===== src/rtl/rc4_xor_stream_if.sv =====
`default_nettype none
// ============================================================================
// Module      : rc4_xor_stream_if
// Description : Keystream, data-in/data-out and status bundle for rc4_xor_stream.
// Revision    : 1.0 - initial release
// ============================================================================
interface rc4_xor_stream_if;
    logic        ks_init_done;
    logic [7:0]  ks_byte;
    logic        ks_valid;
    logic        ks_run;
    logic [7:0]  din;
    logic        din_valid;
    logic        din_last;
    logic        din_ready;
    logic [7:0]  dout;
    logic        dout_valid;
    logic        dout_last;
    logic        dout_ready;
    logic [15:0] byte_count;
    logic        ks_overflow;

    modport master (
        output ks_init_done, ks_byte, ks_valid, din, din_valid, din_last, dout_ready,
        input  ks_run, din_ready, dout, dout_valid, dout_last, byte_count, ks_overflow
    );

    modport slave (
        input  ks_init_done, ks_byte, ks_valid, din, din_valid, din_last, dout_ready,
        output ks_run, din_ready, dout, dout_valid, dout_last, byte_count, ks_overflow
    );
endinterface
`default_nettype wire


===== src/rtl/rc4_xor_stream.sv =====
`default_nettype none
// ============================================================================
// Module      : rc4_xor_stream
// Description : Buffers an external RC4 keystream in a small FIFO and XORs it
//               onto a byte stream with a one-cycle registered output stage.
// Revision    : 1.0 - initial release
// ============================================================================
module rc4_xor_stream #(
    parameter int KS_DEPTH = 4,
    parameter int DROP_N   = 0
) (
    input  wire logic       clk,
    input  wire logic       rst,
    rc4_xor_stream_if.slave bus
);

    localparam int                c_PTR_W     = $clog2(KS_DEPTH);
    localparam logic [c_PTR_W:0]  c_DEPTH     = (c_PTR_W + 1)'(KS_DEPTH);
    localparam logic [9:0]        c_DROP_LAST = (DROP_N == 0) ? 10'd0 : 10'(DROP_N - 1);

    localparam logic [1:0] S_WAIT_INIT = 2'd0;
    localparam logic [1:0] S_DROP      = 2'd1;
    localparam logic [1:0] S_RUN       = 2'd2;

    logic [1:0]         r_state;
    logic [1:0]         w_state_next;
    logic [9:0]         r_drop_cnt;

    logic [7:0]         r_mem [KS_DEPTH];
    logic [c_PTR_W-1:0] r_wr_ptr;
    logic [c_PTR_W-1:0] r_rd_ptr;
    logic [c_PTR_W:0]   r_count;
    logic               r_overflow;

    logic [7:0]         r_dout;
    logic               r_dout_valid;
    logic               r_dout_last;
    logic [15:0]        r_byte_count;

    logic               w_ks_run;
    logic               w_din_ready;
    logic               w_flush;
    logic               w_empty;
    logic               w_full;
    logic               w_pop;
    logic               w_push;
    logic               w_lost;

    // ---------------- state register ----------------
    always_ff @(posedge clk or posedge rst) begin
        if (rst) begin
            r_state <= S_WAIT_INIT;
        end else begin
            r_state <= w_state_next;
        end
    end

    // ---------------- next-state logic ----------------
    always_comb begin
        w_state_next = r_state;
        case (r_state)
            S_WAIT_INIT: begin
                if (bus.ks_init_done) begin
                    w_state_next = (DROP_N == 0) ? S_RUN : S_DROP;
                end
            end
            S_DROP: begin
                if (!bus.ks_init_done) begin
                    w_state_next = S_WAIT_INIT;
                end else if (bus.ks_valid && (r_drop_cnt == c_DROP_LAST)) begin
                    w_state_next = S_RUN;
                end
            end
            S_RUN: begin
                if (!bus.ks_init_done) begin
                    w_state_next = S_WAIT_INIT;
                end
            end
            default: w_state_next = S_WAIT_INIT;
        endcase
    end

    // ---------------- output / control decode ----------------
    always_comb begin
        w_ks_run    = (r_state == S_DROP) || (r_state == S_RUN);
        w_din_ready = (r_state == S_RUN) && !w_empty && (!r_dout_valid || bus.dout_ready);
    end

    // Losing init_done flushes in the same cycle, so no stale keystream survives a re-key.
    assign w_flush = (r_state == S_WAIT_INIT) || !bus.ks_init_done;
    assign w_empty = (r_count == '0);
    assign w_full  = (r_count == c_DEPTH);
    assign w_pop   = bus.din_valid && w_din_ready;
    assign w_push  = (r_state == S_RUN) && !w_flush && bus.ks_valid && (!w_full || w_pop);
    assign w_lost  = (r_state == S_RUN) && !w_flush && bus.ks_valid && w_full && !w_pop;

    always_ff @(posedge clk or posedge rst) begin
        if (rst) begin
            r_drop_cnt <= '0;
        end else if ((r_state == S_DROP) && bus.ks_init_done) begin
            if (bus.ks_valid) begin
                r_drop_cnt <= (r_drop_cnt == c_DROP_LAST) ? 10'd0 : r_drop_cnt + 10'd1;
            end
        end else begin
            r_drop_cnt <= '0;
        end
    end

    always_ff @(posedge clk) begin
        if (w_push) begin
            r_mem[r_wr_ptr] <= bus.ks_byte;
        end
    end

    always_ff @(posedge clk or posedge rst) begin
        if (rst) begin
            r_wr_ptr   <= '0;
            r_rd_ptr   <= '0;
            r_count    <= '0;
            r_overflow <= 1'b0;
        end else begin
            if (w_flush) begin
                r_wr_ptr <= '0;
                r_rd_ptr <= '0;
                r_count  <= '0;
            end else begin
                if (w_push) begin
                    r_wr_ptr <= r_wr_ptr + 1'b1;
                end
                if (w_pop) begin
                    r_rd_ptr <= r_rd_ptr + 1'b1;
                end
                case ({w_push, w_pop})
                    2'b10:   r_count <= r_count + 1'b1;
                    2'b01:   r_count <= r_count - 1'b1;
                    default: r_count <= r_count;
                endcase
            end
            if (w_lost) begin
                r_overflow <= 1'b1;
            end
        end
    end

    // Output stage survives a flush: a pending word is only cleared by transfer or reset.
    always_ff @(posedge clk or posedge rst) begin
        if (rst) begin
            r_dout       <= 8'h00;
            r_dout_valid <= 1'b0;
            r_dout_last  <= 1'b0;
            r_byte_count <= 16'h0000;
        end else if (w_pop) begin
            r_dout       <= bus.din ^ r_mem[r_rd_ptr];
            r_dout_valid <= 1'b1;
            r_dout_last  <= bus.din_last;
            r_byte_count <= bus.din_last ? 16'h0000 : r_byte_count + 16'h0001;
        end else if (bus.dout_ready) begin
            r_dout_valid <= 1'b0;
        end
    end

    assign bus.ks_run      = w_ks_run;
    assign bus.din_ready   = w_din_ready;
    assign bus.dout        = r_dout;
    assign bus.dout_valid  = r_dout_valid;
    assign bus.dout_last   = r_dout_last;
    assign bus.byte_count  = r_byte_count;
    assign bus.ks_overflow = r_overflow;

endmodule
`default_nettype wire


===== src/flat_wrapper.sv =====
// flat-port wrapper written by rule: the top's interface ports become plain ports
module rc4_xor_stream_flat 
#(
    parameter int KS_DEPTH = 4,
    parameter int DROP_N   = 0
)
  (clk, rst, bus_ks_init_done, bus_ks_byte, bus_ks_valid, bus_din, bus_din_valid, bus_din_last, bus_dout_ready, bus_ks_run, bus_din_ready, bus_dout, bus_dout_valid, bus_dout_last, bus_byte_count, bus_ks_overflow);
  rc4_xor_stream_if bus_i ();
  input  wire logic clk;
  input  wire logic rst;
  input wire logic [$bits(bus_i.ks_init_done)-1:0] bus_ks_init_done;
  input wire logic [$bits(bus_i.ks_byte)-1:0] bus_ks_byte;
  input wire logic [$bits(bus_i.ks_valid)-1:0] bus_ks_valid;
  input wire logic [$bits(bus_i.din)-1:0] bus_din;
  input wire logic [$bits(bus_i.din_valid)-1:0] bus_din_valid;
  input wire logic [$bits(bus_i.din_last)-1:0] bus_din_last;
  input wire logic [$bits(bus_i.dout_ready)-1:0] bus_dout_ready;
  output wire logic [$bits(bus_i.ks_run)-1:0] bus_ks_run;
  output wire logic [$bits(bus_i.din_ready)-1:0] bus_din_ready;
  output wire logic [$bits(bus_i.dout)-1:0] bus_dout;
  output wire logic [$bits(bus_i.dout_valid)-1:0] bus_dout_valid;
  output wire logic [$bits(bus_i.dout_last)-1:0] bus_dout_last;
  output wire logic [$bits(bus_i.byte_count)-1:0] bus_byte_count;
  output wire logic [$bits(bus_i.ks_overflow)-1:0] bus_ks_overflow;
  assign bus_i.ks_init_done = bus_ks_init_done;
  assign bus_i.ks_byte = bus_ks_byte;
  assign bus_i.ks_valid = bus_ks_valid;
  assign bus_i.din = bus_din;
  assign bus_i.din_valid = bus_din_valid;
  assign bus_i.din_last = bus_din_last;
  assign bus_i.dout_ready = bus_dout_ready;
  assign bus_ks_run = bus_i.ks_run;
  assign bus_din_ready = bus_i.din_ready;
  assign bus_dout = bus_i.dout;
  assign bus_dout_valid = bus_i.dout_valid;
  assign bus_dout_last = bus_i.dout_last;
  assign bus_byte_count = bus_i.byte_count;
  assign bus_ks_overflow = bus_i.ks_overflow;
  rc4_xor_stream #(.KS_DEPTH(KS_DEPTH), .DROP_N(DROP_N)) u_core (.clk(clk), .rst(rst), .bus(bus_i));
endmodule

===== config.mk =====
export PLATFORM = sky130hd
export DESIGN_NAME = rc4_xor_stream_flat
export DESIGN_NICKNAME = d
export VERILOG_FILES = /design/src/rtl/rc4_xor_stream_if.sv /design/src/rtl/rc4_xor_stream.sv /design/src/flat_wrapper.sv
export SDC_FILE = /design/constraint.sdc
export NUM_CORES = 1
export LEC_CHECK = 0
export ABC_CLOCK_PERIOD_IN_PS = 3450
export CAP_MARGIN = 20
export CELL_PAD_IN_SITES_DETAIL_PLACEMENT = 0
export CELL_PAD_IN_SITES_GLOBAL_PLACEMENT = 1
export CORE_ASPECT_RATIO = 0.7
export CORE_UTILIZATION = 46
export DETAILED_ROUTE_END_ITERATION = 12
export HOLD_SLACK_MARGIN = 0.08
export PLACE_DENSITY_LB_ADDON = 0.1
export RECOVER_POWER = 100
export SLEW_MARGIN = 40
export SYNTH_ARGS = -nofsm -noshare
export SYNTH_HDL_FRONTEND = slang
export SYNTH_SLANG_ARGS = --single-unit

===== constraint.sdc =====
create_clock -name clk -period 3.45 [get_ports clk]
set_input_delay 0.5175 -clock clk [delete_from_list [all_inputs] [get_ports clk]]
set_output_delay 0.5175 -clock clk [all_outputs]
set_load 0.01 [all_outputs]

==> out/metrics.cfg, run 1 <==
[status]
status=complete, but fails checks
violations=capacitance limit, slew limit

[cts]
h-tree-depth=3
cts_setup_buffers=0
root_buffer=clkbuf_8
numCtsBuffers=9
cts_tree=done
cts.clk_slew.worst_paths_ns=0.07
clk_path_buf_depth=2
clk_latency_ns=0.33
ctsHoldBuffers=0
cts_resized=0
cts_sinks=67

[worst_setup_path]
path_max_fanout=12
required_ns=3.43
r2r_setup_slack_ns=0.97
end_kind=flop
cp.arrival_ns=2.69
worstRegToRegCells=4
worst-setup-path-type=primary input to flop
start_kind=primary input

[grt]
grt_pass1_vias=1851
antenna_found_initial=0
grt_max_degree=38
grt_usage=0.1873
grt_remaining_overflow=0
grt_first_pass_wirelength_um=9680

[power_and_ir_drop]
seq_power_share=0.501
power_density_mw_per_mm2=505.4
p_sw_uw=487.6
power_leakage_uw=0.001556
power.internal_uw=1420
comb_power_share=0.166
irDropWorstVdd_uv=260.2
power.total_uw=1908
sw_frac_of_total=0.2556
pwr-share-clk=0.333

[route]
vias=1967
wl_um=5886
ant_nets=0
drc_errors=0
wl_per_cell_um=15.99
dr.pass1.iters=4
drt_iter0_markers=142
avgViaCountPerCell=5.345

[synth]
synth_edf_count=32
synth_cells=231
ys.flop_type=dfrtp_1
synth_area_mm2=0.003047
ys_seq_elements=67
ys_types=36
yosys_warnings=0
avgSynthCellArea_um2=13.19
syn_nets=262
async_flop_share=0.5224
ys_seq_area_frac=0.6029

[timing]
finalHoldViolations=0
slew_headroom=-0.3874
fin_crit_sh=0.7865
finalSetupViolations=0
tightest_slew_ns=2.081
final_max_slew_viol_count=36
period_needed_ns=2.713
rsz0062_at_grt=no
setup_tns_ns=0
maxClockFrequency_mhz=368.5
fin_skew_ns=0.01259

[min_path]
hold_depth=1
hp-class=flop to flop

[cells_and_area]
layout_common_cells=dlygate4sd3_1, dfrtp_1, edfxtp_1
fin_nets=316
n_fill_cell=544
syn_to_final_growth_pct=23.90
n_antenna_cell=0
layout-drive-gt1-share=0.08621
fin_cells=368
final_common_cell=dlygate4sd3_1

[die]
start_util=0.4831
die_area_mm2=0.006958
ioPinCount=52
core_mm2=0.006306
fp-row-count=24
fp.dieH_um=70.09
die_w_um=99.27

[placement]
hpwlAfterDp_um=4039
dpl.cell_count=352
io_buffers=51
globalplace.congestion=0.7760

[run]
max_cap_viol_count=1

critical path, stage by stage:
cell and delay, ns:
dlygate4sd3_1 0.54, and2_0 0.31, nand3_1 0.37, a21oi_1 0.47
and2_1 0.48
power by group through the flow:
stage	Clock, µW	Sequential, µW	Combinational, µW
detailed placement	0	976	349
global route	687	968	351
global placement	0	973	345
CTS	651	960	351
floorplan	0	992	155
finish	635	957	317
metal layers:
metal,wire [µm],vias up,share of wire,global-route usage
met4,38,0,0.0065,0.07026
met5,0,-,0,0
met1,3181,955,0.54,0.2968
met2,2382,42,0.40,0.2454
li1,-,965,-,-
met3,284,5,0.048,0.04505
registers in the layout (all words and copies together), names as in the netlist:
| signal | cells |
|---|---|
| u_core.r_rd_ptr | 2 |
| u_core.bus.dout_last | 1 |
| u_core.bus.ks_overflow | 1 |
| u_core.r_wr_ptr | 2 |
| u_core.r_count | 3 |
| u_core.r_state | 1 |
| u_core.r_mem | 32 |
| u_core.bus.dout_valid | 1 |
| u_core.bus.byte_count | 16 |
| u_core.bus.dout | 8 |
logic make-up after synthesis:
group,count (synthesis),synth area share
AND/OR/NAND/NOR,76,0.1429
adder cells (fa/ha/maj),8,0.03532
AO/OA/AOI/OAI,40,0.07638
multiplexers,14,0.07885
flip-flops,67,0.6029
XOR/XNOR,13,0.03737
buffers and inverters,13,0.02628
synthesized netlist by cell type, types with 5 or more instances:
| cell type | number | share of area |
|---|---|---|
| o21ai_0 | 14 | 0.023 |
| nand3_1 | 5 | 0.0082 |
| dfrtp_1 | 35 | 0.29 |
| nand2_1 | 26 | 0.032 |
| ha_1 | 7 | 0.029 |
| or4_1 | 8 | 0.020 |
| mux4_2 | 8 | 0.059 |
| and3_1 | 5 | 0.010 |
| a21oi_1 | 13 | 0.021 |
| xnor2_1 | 10 | 0.029 |
| mux2i_1 | 6 | 0.020 |
| o31ai_1 | 9 | 0.022 |
| and2_1 | 7 | 0.014 |
| edfxtp_1 | 32 | 0.32 |
path summary, 6_finish.rpt:
check | from | end
min in group asynchronous | rst | u_core.bus.byte_count[6]
min reg2reg | u_core.bus.dout_last | u_core.bus.dout_last
max in group asynchronous | rst | u_core.bus.dout_valid
min | u_core.bus.dout_last | u_core.bus.dout_last
max | bus_din_valid | u_core.r_mem[3][1]
max reg2reg | u_core.r_state[1] | u_core.r_mem[3][1]
through the flow:
step / area (µm²) / utilization / hold WS, ns / setup WS (ns)
finish: 3775 / 0.5986 / 0.4703 / 0.7365
detailed placement: 3601 / 0.5710 / 0.4645 / 0.8384
CTS: 3795 / 0.6018 / 0.4806 / 0.9489
global placement: 3601 / 0.5710 / 0.4595 / 0.9117
floorplan: 3047 / - / 0.5032 / 1.145
global route: 3775 / 0.5986 / 0.4977 / 0.4903
area by class of cell:
type	instances	area [µm²]	area share
repair buffers	53	521.8	0.1382
well taps	78	97.59	0.02585
inverters	3	11.26	0.002983
clock inverters	5	52.55	0.01392
multi-input cells	151	1114	0.2950
clock buffers	11	141.4	0.03745
flip-flops and latches	67	1837	0.4866
(Power assumes the default switching activity.)
==> run 2, diff against run 1 <==
ABC_CLOCK_PERIOD_IN_PS = 2600   (was 3450)
CORE_UTILIZATION = 43   (was 46)
clock period = 2.6 ns   (was 3.45 ns; I/O delays follow)
==> run 2 against run 1 <==
  * The run now ends clean
  * Combinational power is 34% higher
  * Sequential share of layout area decreased by 0.72 points
  * Register-to-register slack got worse by 0.55 ns
  * Cell count is 4.6% higher
  * Total power is 40% higher
  * Die area up 6.8%
  * Wire length is 0.58% higher
  * Worst hold slack about the same
==> out/metrics.cfg, run 2 (synthesis gave the netlist of run 1 again) <==
[status]
status=completed  ; was complete, but fails checks

[cells_and_area]
layout_common_cells=dlygate4sd3_1, dfrtp_1, edfxtp_1  ; unchanged
layout-drive-gt1-share=0.09966  ; was 0.08621
fin_nets=317  ; was 316
n_antenna_cell=0  ; unchanged
fin_cells=385  ; was 368
top_register=u_core.r_mem  ; unchanged
fin_util=0.5644  ; was 0.5986
largest_reg_flops=32  ; unchanged
syn_to_final_growth_pct=25.75  ; was 23.90%
final_common_cell=dlygate4sd3_1  ; unchanged

[placement]
io_buffers=51  ; unchanged
dpl.cell_count=369  ; was 352
globalplace.congestion=0.7220  ; was 0.7760
post-place-ws_ns=0.2246  ; was 0.8384 ns
hpwlAfterDp_um=3974  ; was 4039 µm

[die]
fp-row-count=25  ; was 24
core_mm2=0.006788  ; was 0.006306 mm²
die_w_um=102.6  ; was 99.27 µm
ioPinCount=52  ; unchanged
die_area_mm2=0.007431  ; was 0.006958 mm²
start_util=0.4488  ; was 0.4831
fp.dieH_um=72.43  ; was 70.09 µm

[worst_setup_path]
cp.arrival_ns=1.95  ; was 2.69 ns
cp_slowest_cell=or3_1  ; was dlygate4sd3_1
required_ns=2.21  ; was 3.43 ns
start_kind=flop  ; was primary input
worst-setup-path-type=flop to output pin  ; was primary input to flop
end_kind=output pin  ; was flop
slowest_delay_ns=0.47  ; was 0.54 ns
path_max_fanout=7  ; was 12
worstPathCellList=or3_1, and3_1, clkdlybuf4s50_1  ; was dlygate4sd3_1, and2_0, nand3_1, a21oi_1, and2_1
critPathBufInv=1  ; unchanged
path_delay_family=simple AND/OR/NAND/NOR gates  ; unchanged

[timing]
tightest_slew_ns=0.9435  ; was 2.081 ns
finalSetupViolations=0  ; unchanged
setup_tns_ns=0  ; unchanged
maxClockFrequency_mhz=428.2
final_max_slew_viol_count=0  ; was 36
finalHoldViolations=0  ; unchanged
rsz0062_at_grt=no  ; unchanged
fin_skew_ns=0.01703  ; was 0.01259 ns
fin_crit_sh=0.8981
worst_slack_ns=0.2649  ; was 0.7365 ns
period_needed_ns=2.335
slew_headroom=0.3710  ; was -0.3874

[power_and_ir_drop]
power_leakage_uw=0.001566  ; was 0.001556 µW
irDropWorstVdd_uv=308.9  ; was 260.2 µV
power_density_mw_per_mm2=694.7  ; was 505.4 mW/mm²

[grt]
grt_max_degree=46  ; was 38
grt_pass1_vias=1808  ; was 1,851
antenna_found_initial=0  ; unchanged
grt_usage=0.1789  ; was 0.1873
grt_first_pass_wirelength_um=9625  ; was 9680 µm
grt_remaining_overflow=0  ; unchanged

[route]
drc_errors=0  ; unchanged
wl_um=5920  ; was 5886 µm
avgViaCountPerCell=5.101  ; was 5.345
dr.pass1.iters=5  ; was 4
wl_per_cell_um=15.38  ; was 15.99 µm
vias=1964  ; was 1,967
ant_nets=0  ; unchanged
drt_iter0_markers=137  ; was 142

[cts]
ctsHoldBuffers=0  ; unchanged
root_buffer=clkbuf_8  ; unchanged
h-tree-depth=3  ; unchanged
cts_tree=done  ; unchanged
clk_path_buf_depth=2  ; unchanged
cts_resized=0  ; unchanged
cts.clk_slew.worst_paths_ns=0.08  ; was 0.07 ns
clk_latency_ns=0.34  ; was 0.33 ns
cts_sinks=67  ; unchanged
cts_setup_buffers=0  ; unchanged
numCtsBuffers=9  ; unchanged

[run]
max_cap_viol_count=0  ; was 1

[min_path]
hp-class=flop to flop  ; unchanged

## run 2: changes by cell type in the layout (fill, tap and decap cells not counted), sizes merged
cell,previous run,this run
dlygate4sd3,39,37
bufinv,1,2
inv,3,5
clkinv,4,3
clkbuf,12,11
clkdlybuf4s50,12,14
## run 2: final timing paths
| kind | slack [ns] | to | from | cells past startpoint |
|---|---|---|---|---|
| max in group asynchronous | 1.25 | u_core.r_rd_ptr[0] | rst | 3 |
| setup reg to reg | 0.42 | u_core.r_count[2] | u_core.r_count[0] | 8 |
| min in group asynchronous | 0.76 | u_core.bus.dout_valid | rst | 3 |
| hold / removal | 0.47 | u_core.bus.ks_overflow | u_core.bus.ks_overflow | 1 |
| hold reg to reg | 0.47 | u_core.bus.ks_overflow | u_core.bus.ks_overflow | 1 |
| setup / recovery | 0.26 | bus_din_ready | u_core.r_count[0] | 3 |
## run 2: per-layer routing
| metal | GRT usage | up-vias | wire (µm) |
|---|---|---|---|
| met1 | 0.2830 | 948 | 3216 |
| met2 | 0.2274 | 37 | 2398 |
| met3 | 0.05491 | 4 | 265 |
| met4 | 0.06190 | 0 | 40 |
| li1 | - | 975 | - |
| met5 | 0 | - | 0 |
## run 2: layout make-up
class / count / area, µm²
sequential: 67 / 1837
timing repair buffer: 54 / 526.8
fill: 602 / 2957
clock inverter: 7 / 100.1
multi-input combinational: 151 / 1115
clock buffer: 9 / 123.9
tap: 94 / 117.6
inverter: 3 / 11.26
## run 2: through the flow
stage	instance area [µm²]	power (µW)	hold WS, ns
3_5_place_dp	3628	1761	0.4614
3_3_place_gp	3628	1758	0.4599
2_1_floorplan	3047	1522	0.4889
5_1_grt	3831	2800	0.4983
4_1_cts	3852	2736	0.4554
6_report	3831	2661	0.4700
## run 2: power breakdown
| group | total, µW | switching, µW | internal [µW] |
|---|---|---|---|
| combinational | 426 | 209 | 217 |
| sequential | 1270 | 59.4 | 1210 |
| clock | 970 | 422 | 548 |
==> run 3, diff against run 2 <==
TNS_END_PERCENT = 1   (was unset)
==> results of run 3 <==
No change in the layout: final DEF, timing and power equal those of run 2.
